**src/rtl/ifmap_spad_ctrl.sv**
```systemverilog
// IFMap scratchpad sequencer: circular write pointer plus 1-D sliding-window read address generator.
// Latency: a written element can be read on the next cycle. start->busy and window-end->done each take one cycle.
// Backpressure: in_ready drops when the row is fully written or the buffer holds SPAD_ROW live elements. Taps wait for rd_ready.
//
// Ports:
//   clk, rst                     clock, asynchronous active-high reset
//   start, cfg_len/filt/stride   row command (L, K, S), sampled in IDLE only
//   in_valid/in_ready            element stream from the input FIFO
//   spad_wen/spad_waddr          scratchpad write strobe and address
//   spad_raddr/rd_valid/rd_ready/rd_last   tap address stream toward the PE MAC
//   busy, done, cfg_err          status; cfg_err stays set until the next start
//   stall_cnt                    read-starve cycle counter
// Optional feature: define IFMAP_CTRL_PERF_EN to enable stall_cnt. When it is undefined, stall_cnt reads 0.

module ifmap_spad_ctrl #(
    parameter int SPAD_ROW   = 12,
    parameter int SPAD_WIDTH = 16,
    parameter int LEN_W      = 8,
    parameter int STRIDE_W   = 4
) (
    input  logic                          clk,
    input  logic                          rst,
    input  logic                          start,
    input  logic [LEN_W-1:0]              cfg_len,
    input  logic [$clog2(SPAD_ROW+1)-1:0] cfg_filt,
    input  logic [STRIDE_W-1:0]           cfg_stride,
    input  logic                          in_valid,
    output logic                          in_ready,
    output logic                          spad_wen,
    output logic [$clog2(SPAD_ROW)-1:0]   spad_waddr,
    output logic [$clog2(SPAD_ROW)-1:0]   spad_raddr,
    output logic                          rd_valid,
    input  logic                          rd_ready,
    output logic                          rd_last,
    output logic                          busy,
    output logic                          done,
    output logic                          cfg_err,
    output logic [15:0]                   stall_cnt
);

    localparam int AW  = $clog2(SPAD_ROW);
    localparam int AW1 = AW + 1;
    localparam int KW  = $clog2(SPAD_ROW + 1);
    // One extra bit so win_start can step past L, and win_start+K stays representable.
    localparam int CW  = LEN_W + 1;

    // Data never passes through this block. SPAD_WIDTH is checked only for a sane setting.
    if (SPAD_WIDTH < 1 || SPAD_ROW < 2) begin : g_bad_param
        $error("ifmap_spad_ctrl: unsupported parameter set");
    end

    typedef enum logic [1:0] {IDLE, RUN, DONE} state_t;

    state_t                state;
    logic [LEN_W-1:0]      len_q;
    logic [KW-1:0]         filt_q;
    logic [STRIDE_W-1:0]   stride_q;
    logic [AW-1:0]         stride_mod_q;   // S mod SPAD_ROW, computed once per row
    logic [LEN_W-1:0]      wr_cnt;
    logic [CW-1:0]         win_start;
    logic [KW-1:0]         k;
    logic [AW-1:0]         wptr;           // wr_cnt mod SPAD_ROW
    logic [AW-1:0]         rbase;          // win_start mod SPAD_ROW
    logic                  win_fin;        // every window of the row has retired

    logic                  run;
    logic [CW-1:0]         wr_ext;
    logic [CW-1:0]         tap_idx;
    logic [CW-1:0]         occ;
    logic [CW-1:0]         win_next;
    logic [AW1-1:0]        raddr_sum;
    logic [AW1-1:0]        rbase_sum;
    logic [AW-1:0]         rbase_next;
    logic                  tap_last;
    logic                  cfg_bad;
    logic                  wr_fire;
    logic                  rd_fire;

    always_comb begin
        run       = (state == RUN);
        wr_ext    = CW'(wr_cnt);
        tap_idx   = win_start + CW'(k);
        // If the stride is larger than the filter, win_start can run ahead of wr_cnt. Occupancy is then 0.
        occ       = (wr_ext > win_start) ? (wr_ext - win_start) : '0;
        win_next  = win_start + CW'(stride_q);

        // rbase and k are each below SPAD_ROW, so a single subtract wraps the sum.
        raddr_sum  = AW1'(rbase) + AW1'(k);
        spad_raddr = (raddr_sum >= AW1'(SPAD_ROW)) ? AW'(raddr_sum - AW1'(SPAD_ROW))
                                                   : AW'(raddr_sum);
        rbase_sum  = AW1'(rbase) + AW1'(stride_mod_q);
        rbase_next = (rbase_sum >= AW1'(SPAD_ROW)) ? AW'(rbase_sum - AW1'(SPAD_ROW))
                                                   : AW'(rbase_sum);

        spad_waddr = wptr;
        in_ready   = run && (wr_cnt < len_q) && (occ < CW'(SPAD_ROW));
        spad_wen   = in_valid && in_ready;
        // wr_cnt is the registered count. An element written this cycle becomes visible next cycle.
        rd_valid   = run && !win_fin && (tap_idx < wr_ext);
        tap_last   = (k == filt_q - KW'(1));
        rd_last    = rd_valid && tap_last;

        wr_fire    = spad_wen;
        rd_fire    = rd_valid && rd_ready;

        cfg_bad    = (cfg_filt == '0) || (cfg_stride == '0) ||
                     (cfg_filt > KW'(SPAD_ROW)) || (cfg_len < LEN_W'(cfg_filt));
    end

    always_ff @(posedge clk or posedge rst) begin
        if (rst) begin
            state        <= IDLE;
            len_q        <= '0;
            filt_q       <= '0;
            stride_q     <= '0;
            stride_mod_q <= '0;
            wr_cnt       <= '0;
            win_start    <= '0;
            k            <= '0;
            wptr         <= '0;
            rbase        <= '0;
            win_fin      <= 1'b0;
            busy         <= 1'b0;
            done         <= 1'b0;
            cfg_err      <= 1'b0;
        end else begin
            done <= 1'b0;
            case (state)
                IDLE: begin
                    if (start) begin
                        cfg_err <= cfg_bad;
                        if (cfg_bad) begin
                            // Report the bad row without touching the scratchpad.
                            state <= DONE;
                            done  <= 1'b1;
                        end else begin
                            state        <= RUN;
                            busy         <= 1'b1;
                            len_q        <= cfg_len;
                            filt_q       <= cfg_filt;
                            stride_q     <= cfg_stride;
                            stride_mod_q <= AW'(int'(cfg_stride) % SPAD_ROW);
                            wr_cnt       <= '0;
                            win_start    <= '0;
                            k            <= '0;
                            wptr         <= '0;
                            rbase        <= '0;
                            win_fin      <= 1'b0;
                        end
                    end
                end
                RUN: begin
                    // Finish only after the tail of the row has been drained from the input.
                    if (win_fin && (wr_cnt == len_q)) begin
                        state <= DONE;
                        busy  <= 1'b0;
                        done  <= 1'b1;
                    end
                    if (wr_fire) begin
                        wr_cnt <= wr_cnt + 1'b1;
                        wptr   <= (wptr == AW'(SPAD_ROW - 1)) ? '0 : wptr + 1'b1;
                    end
                    if (rd_fire) begin
                        if (tap_last) begin
                            k         <= '0;
                            win_start <= win_next;
                            rbase     <= rbase_next;
                            win_fin   <= (win_next + CW'(filt_q)) > CW'(len_q);
                        end else begin
                            k <= k + 1'b1;
                        end
                    end
                end
                DONE: begin
                    state <= IDLE;
                end
                default: begin
                    state <= IDLE;
                end
            endcase
        end
    end

`ifdef IFMAP_CTRL_PERF_EN
    // Count RUN cycles in which the PE waits for input data, because a window is still open but its next tap is not yet written.
    always_ff @(posedge clk or posedge rst) begin
        if (rst) begin
            stall_cnt <= '0;
        end else if ((state == IDLE) && start) begin
            stall_cnt <= '0;
        end else if (run && !win_fin && !rd_valid && (stall_cnt != 16'hFFFF)) begin
            stall_cnt <= stall_cnt + 16'd1;
        end
    end
`else
    assign stall_cnt = '0;
`endif

endmodule

```
**config.mk**
```make
export PLATFORM = sky130hd
export DESIGN_NAME = ifmap_spad_ctrl
export DESIGN_NICKNAME = d
export VERILOG_FILES = /design/src/rtl/ifmap_spad_ctrl.sv
export SDC_FILE = /design/constraint.sdc
export NUM_CORES = 1
export LEC_CHECK = 0
export ABC_AREA = 1
export BUFFER_PORTS_ARGS = -buffer_cell sky130_fd_sc_hd__buf_2
export CAP_MARGIN = 25
export CORE_MARGIN = 8
export CORE_UTILIZATION = 45
export CTS_CLUSTER_DIAMETER = 120
export CTS_CLUSTER_SIZE = 16
export DETAILED_ROUTE_END_ITERATION = 10
export HOLD_SLACK_MARGIN = 0.12
export SLEW_MARGIN = 20
export SYNTH_ARGS = -nofsm -noshare
export SYNTH_HDL_FRONTEND = slang
export SYNTH_SLANG_ARGS = --single-unit
```
**constraint.sdc**
```tcl
create_clock -name clk -period 4.26 [get_ports clk]
set_input_delay 0.852 -clock clk [delete_from_list [all_inputs] [get_ports clk]]
set_output_delay 0.852 -clock clk [all_outputs]
set_load 0.05 [all_outputs]
```
# After elaboration in Yosys (flattened, before gate mapping)
# Index checks and enable logic that the tools add are counted.
# Widths: inputs -> output; s select.
[op_classes]
bitwise_logic = 1
n_shift = 0
muxes = 40
eq_ne = 10
n_reduce_logical = 23
n_lt_le_gt_ge = 9
multipliers = 0
div = 1
add_sub_neg = 12
[op_table]
columns = ["cell", "n"]
rows = [
  ["$mux 9", 5],
  ["$mux 4", 10],
  ["$mod 5x5->32 const B", 1],
  ["$add 9x4->9", 3],
  ["$mux 8", 3],
  ["$pmux 4 s2", 3],
  ["$pmux 9 s2", 1],
  ["$pmux 8 s2", 1],
  ["$reduce_and 4->1", 3],
  ["$add 4x4->5", 2],
  ["$ge 5x4->1 const B", 2],
  ["$mux 1", 10],
  ["$gt 8x9->1", 1],
  ["$gt 9x8->1", 1],
  ["$lt 9x4->1 const B", 1],
  ["$lt 9x8->1", 1],
  ["$sub 8x9->9", 1],
  ["$add 4x1->4 const B", 2],
  ["$add 8x1->8 const B", 1],
  ["$eq 8x8->1", 1],
  ["$logic_and 1x1->1", 8],
  ["$logic_not 4->1", 2],
  ["$lt 8x4->1", 1],
  ["$lt 8x8->1", 1],
  ["19 further kinds", 31],
]
[word_totals]
romBits = 0
memories = 0
inputBits = 21
ram_bits = 0
register_bits = 55
latch_bits = 0

# Logic depth before layout (Yosys ltp)
[logic_depth]
depth_word = 7
ltp_mapped = 24
mapped_depth_nobuf = 24

# Worst setup path after synthesis
# No wires, ideal clock.
[synth_timing]
kind = "register -> output"
startpoint = "register k[0]"
endpoint = "output port rd_last"
slack_ns = 0.505
required_ns = 3.408
stages_incl_launch_ff = 17
path_buffers = 0
arrival_ns = 2.903
cell_sequence = "dfrtp_1 -> ha_1 -> inv_1 -> fa_1 -> o21ai_1 -> xor2_1 -> ha_1 -> and3_1 -> nand2_1 -> nand2_1 -> nand2_1 -> nand2_1 -> nand2_1 -> nand2_1 -> nand2_1 -> nand2_1 -> nor2_1"
[synth_between]
elab_chain_len = 4
elab_cells_between_ends = 5
classes_between = "add/sub (1); order compare (1); eq/ne (1); reduce/logical (2)"
[synth_rtl]
columns = ["element", "line_no", "source"]
rows = [
  ["start: declaration", "61", "logic [KW-1:0] k;"],
  ["start signal: assignment", "170", "k <= k + 1'b1;"],
  ["$add 9x4->9", "82", "tap_idx = win_start + CW'(k);"],
  ["$lt 9x8->1", "99", "rd_valid = run && !win_fin && (tap_idx < wr_ext);"],
  ["$logic_and 1x1->1", "99", ""],
  ["$logic_and 1x1->1 (*)", "101", "rd_last = rd_valid && tap_last;"],
  ["end: declaration", "34", "output logic rd_last,"],
]
# Every way passes the cells marked *; elsewhere a longest branch is shown, timed or not.

# Worst setup path in the final report
# Ends and elaborated chain as after synthesis.

==> qor.yml <==
status: "completed"
htreeDepth: 2
r2r_slack_ps: 660
synth_area_um2: 4970
ys_seq_area_frac: 0.267
route.final.wire_length_um: 12300
nFillCells: 1106
grt_pass1_vias: 4208
place.gp.congestion: 0.861
coreArea_um2: 10800
finalCritPeriodShare: 0.953
hold_path_class: "reg -> reg"
crit_fanout: 7
timing.final.max_slew_violations: 0
holdWs_ps: 508
max_freq_ghz: 0.246
cts.hold.buffers_added: 0
wire_per_inst_um: 14.0
final_layout_size_suffix_gt1_frac: 0.0909
insertion_delay_ps: 320
antenna_found_initial: 0
rows: 38
die_area_um2: 14700
diodes: 0
via_count: 4411
syn_inst: 706
tightest_slew_ps: 626
hpwlAfterDp_um: 9930
cts_tree: "built"
cts_max_path_buffers: 2
grt_util_all_layers: 0.173
drc: 0
worstSetupPathType: "reg -> out"
cts.clk_slew.worst_paths_ps: 90
start_kind: "flip-flop"
fin_setup_tns_ps: 0
grt_max_degree: 29
fin_skew_ps: 7.96
drt_iter0_drc: 251
portBuffers: 35
relSlewSlack: 0.582
crit_required_ps: 3410
nNetsFinal: 823
start_util: 0.461
num_io_pins: 52
rr_worst_depth: 21
end_kind: "output pin"
ys.warnings.count: 0
gr-total-overflow: 0
hp-start: "stride_q[3]$_DFFE_PP0P_"
maxCapViolations: 0
r2r_end: "win_fin$_DFFE_PP0P_"
grt_setup_unrepaired: "no"
min_delay_worst_endpoint: "stride_q[3]$_DFFE_PP0P_"
cts_buffers: 5
finalSetupViolCount: 0
areaGrowthSynthToFinish_pct: 6.24
synth_cell_types: 39
grt_pass1_wl_um: 20600
critical_path_arrival_ps: 3210
fp.dieW_um: 121
vias_per_cell: 5.03
cts_root_buffer: "clkbuf_8"
layout_commonest_cell: "nand2_1"
fp.dieH_um: 121
min_path_cells: 2
layout_min_cycle_time_ps: 4060
ant_nets: 0
hold_violations: 0
timing.rr.start: "win_start[0]$_DFFE_PP0P_"
clock-sinks: 53
ys_ff_latch: 53
final_cell_mix: "nand2_1 (203), inv_1 (107), ha_1 (61), dfrtp_1 (53), nand3_1 (51)"
utilization: 0.489
first_pass_iters: 4
avgSynthCellArea_um2: 7.04
cells in the mapped netlist (all sizes together):
master / instances / area [µm²]
or2: 1 / 6.26
o211ai: 3 / 22.5
clkbuf: 3 / 11.3
fa: 5 / 100
nor2: 49 / 199
and3: 2 / 12.5
o21ai: 28 / 140
conb: 1 / 3.75
dfrtp: 53 / 1330
nand3b: 1 / 7.51
a31oi: 2 / 12.5
buf: 26 / 188
nand3: 55 / 295
o21a: 1 / 7.51
o2111a: 1 / 11.3
a211oi: 1 / 7.51
xnor2: 9 / 78.8
mux2i: 1 / 10.0
nor3: 8 / 45.0
nand4: 19 / 119
ha: 61 / 763
inv: 113 / 424
nand2: 210 / 816
nor4: 3 / 18.8
xor2: 22 / 193
o21bai: 2 / 18.8
a21oi: 26 / 134
cell type report:
| cell class | count | area (µm²) | area share |
|---|---|---|---|
| clock buffer | 7 | 76.3 | 0.0145 |
| multi-input combinational | 526 | 3080 | 0.584 |
| inverter | 113 | 424 | 0.0803 |
| timing repair buffer | 37 | 190 | 0.0360 |
| clock inverter | 1 | 7.51 | 0.00142 |
| tap | 140 | 175 | 0.0332 |
| sequential | 53 | 1330 | 0.251 |
cell families after synthesis:
| family | share of synthesized area |
|---|---|
| fa+ha+maj | 0.174 |
| compound gates | 0.0712 |
| buf+inv | 0.125 |
| simple gates | 0.306 |
| xor+xnor | 0.0546 |
| mux | 0.00201 |
| other cells | 0.000754 |
| flops | 0.267 |
metal layers:
layer  vias to the layer above  share of wire  GRT usage
met5                         -              0          0
met4                         0         0.0090     0.0414
met3                         8          0.046     0.0284
met2                       101           0.47      0.279
met1                      2021           0.48      0.234
li1                       2281              -          -
state kept, by name (all words and copies together), names as in the netlist:
| signal | cells |
|---|---|
| busy | 1 |
| cfg_err | 1 |
| done | 1 |
| filt_q | 4 |
| k | 4 |
| len_q | 8 |
| rbase | 4 |
| spad_waddr | 4 |
| state | 2 |
| stride_mod_q | 2 |
| stride_q | 4 |
| win_fin | 1 |
| win_start | 9 |
| wr_cnt | 8 |
per-stage QoR:
stage,cells,setup WS [ps],area (µm²)
4_1_cts,877,119,5280
5_1_grt,877,4.99,5280
3_3_place_gp,869,580,5190
6_report,877,202,5280
2_1_floorplan,721,505,5030
3_5_place_dp,869,487,5190
worst max path at each step:
stage,startpoint,endpoint,cells past startpoint
final,k[0]$_DFFE_PP0P_,rd_last,17
after global routing,k[0]$_DFFE_PP0P_,rd_last,17
after CTS,k[0]$_DFFE_PP0P_,rd_last,17
after detailed placement,k[0]$_DFFE_PP0P_,rd_last,17
after global placement,k[0]$_DFFE_PP0P_,rd_last,17
after floorplan,k[0]$_DFFE_PP0P_,rd_last,16
worst max-delay path, stage by stage (launching register included):
cell and delay (ps):
dfrtp_1 480, ha_1 220, inv_1 60, fa_1 420
o21ai_2 240, xor2_1 170, ha_1 250, and3_1 160
nand2_1 60, nand2_1 40, nand2_1 50, nand2_1 50
nand2_1 50, nand2_1 50, nand2_1 90, nand2_1 130
nor2_1 110, buf_2 270
repair_timing:
item,CTS,global route
setup endpoints to repair,0,1
hold endpoints to repair,0,0
buffers inserted,0,0
gates resized for setup,0,1
Power is not shown: default switching activity piles up to over one toggle a cycle in this logic, so the estimate is an artifact.
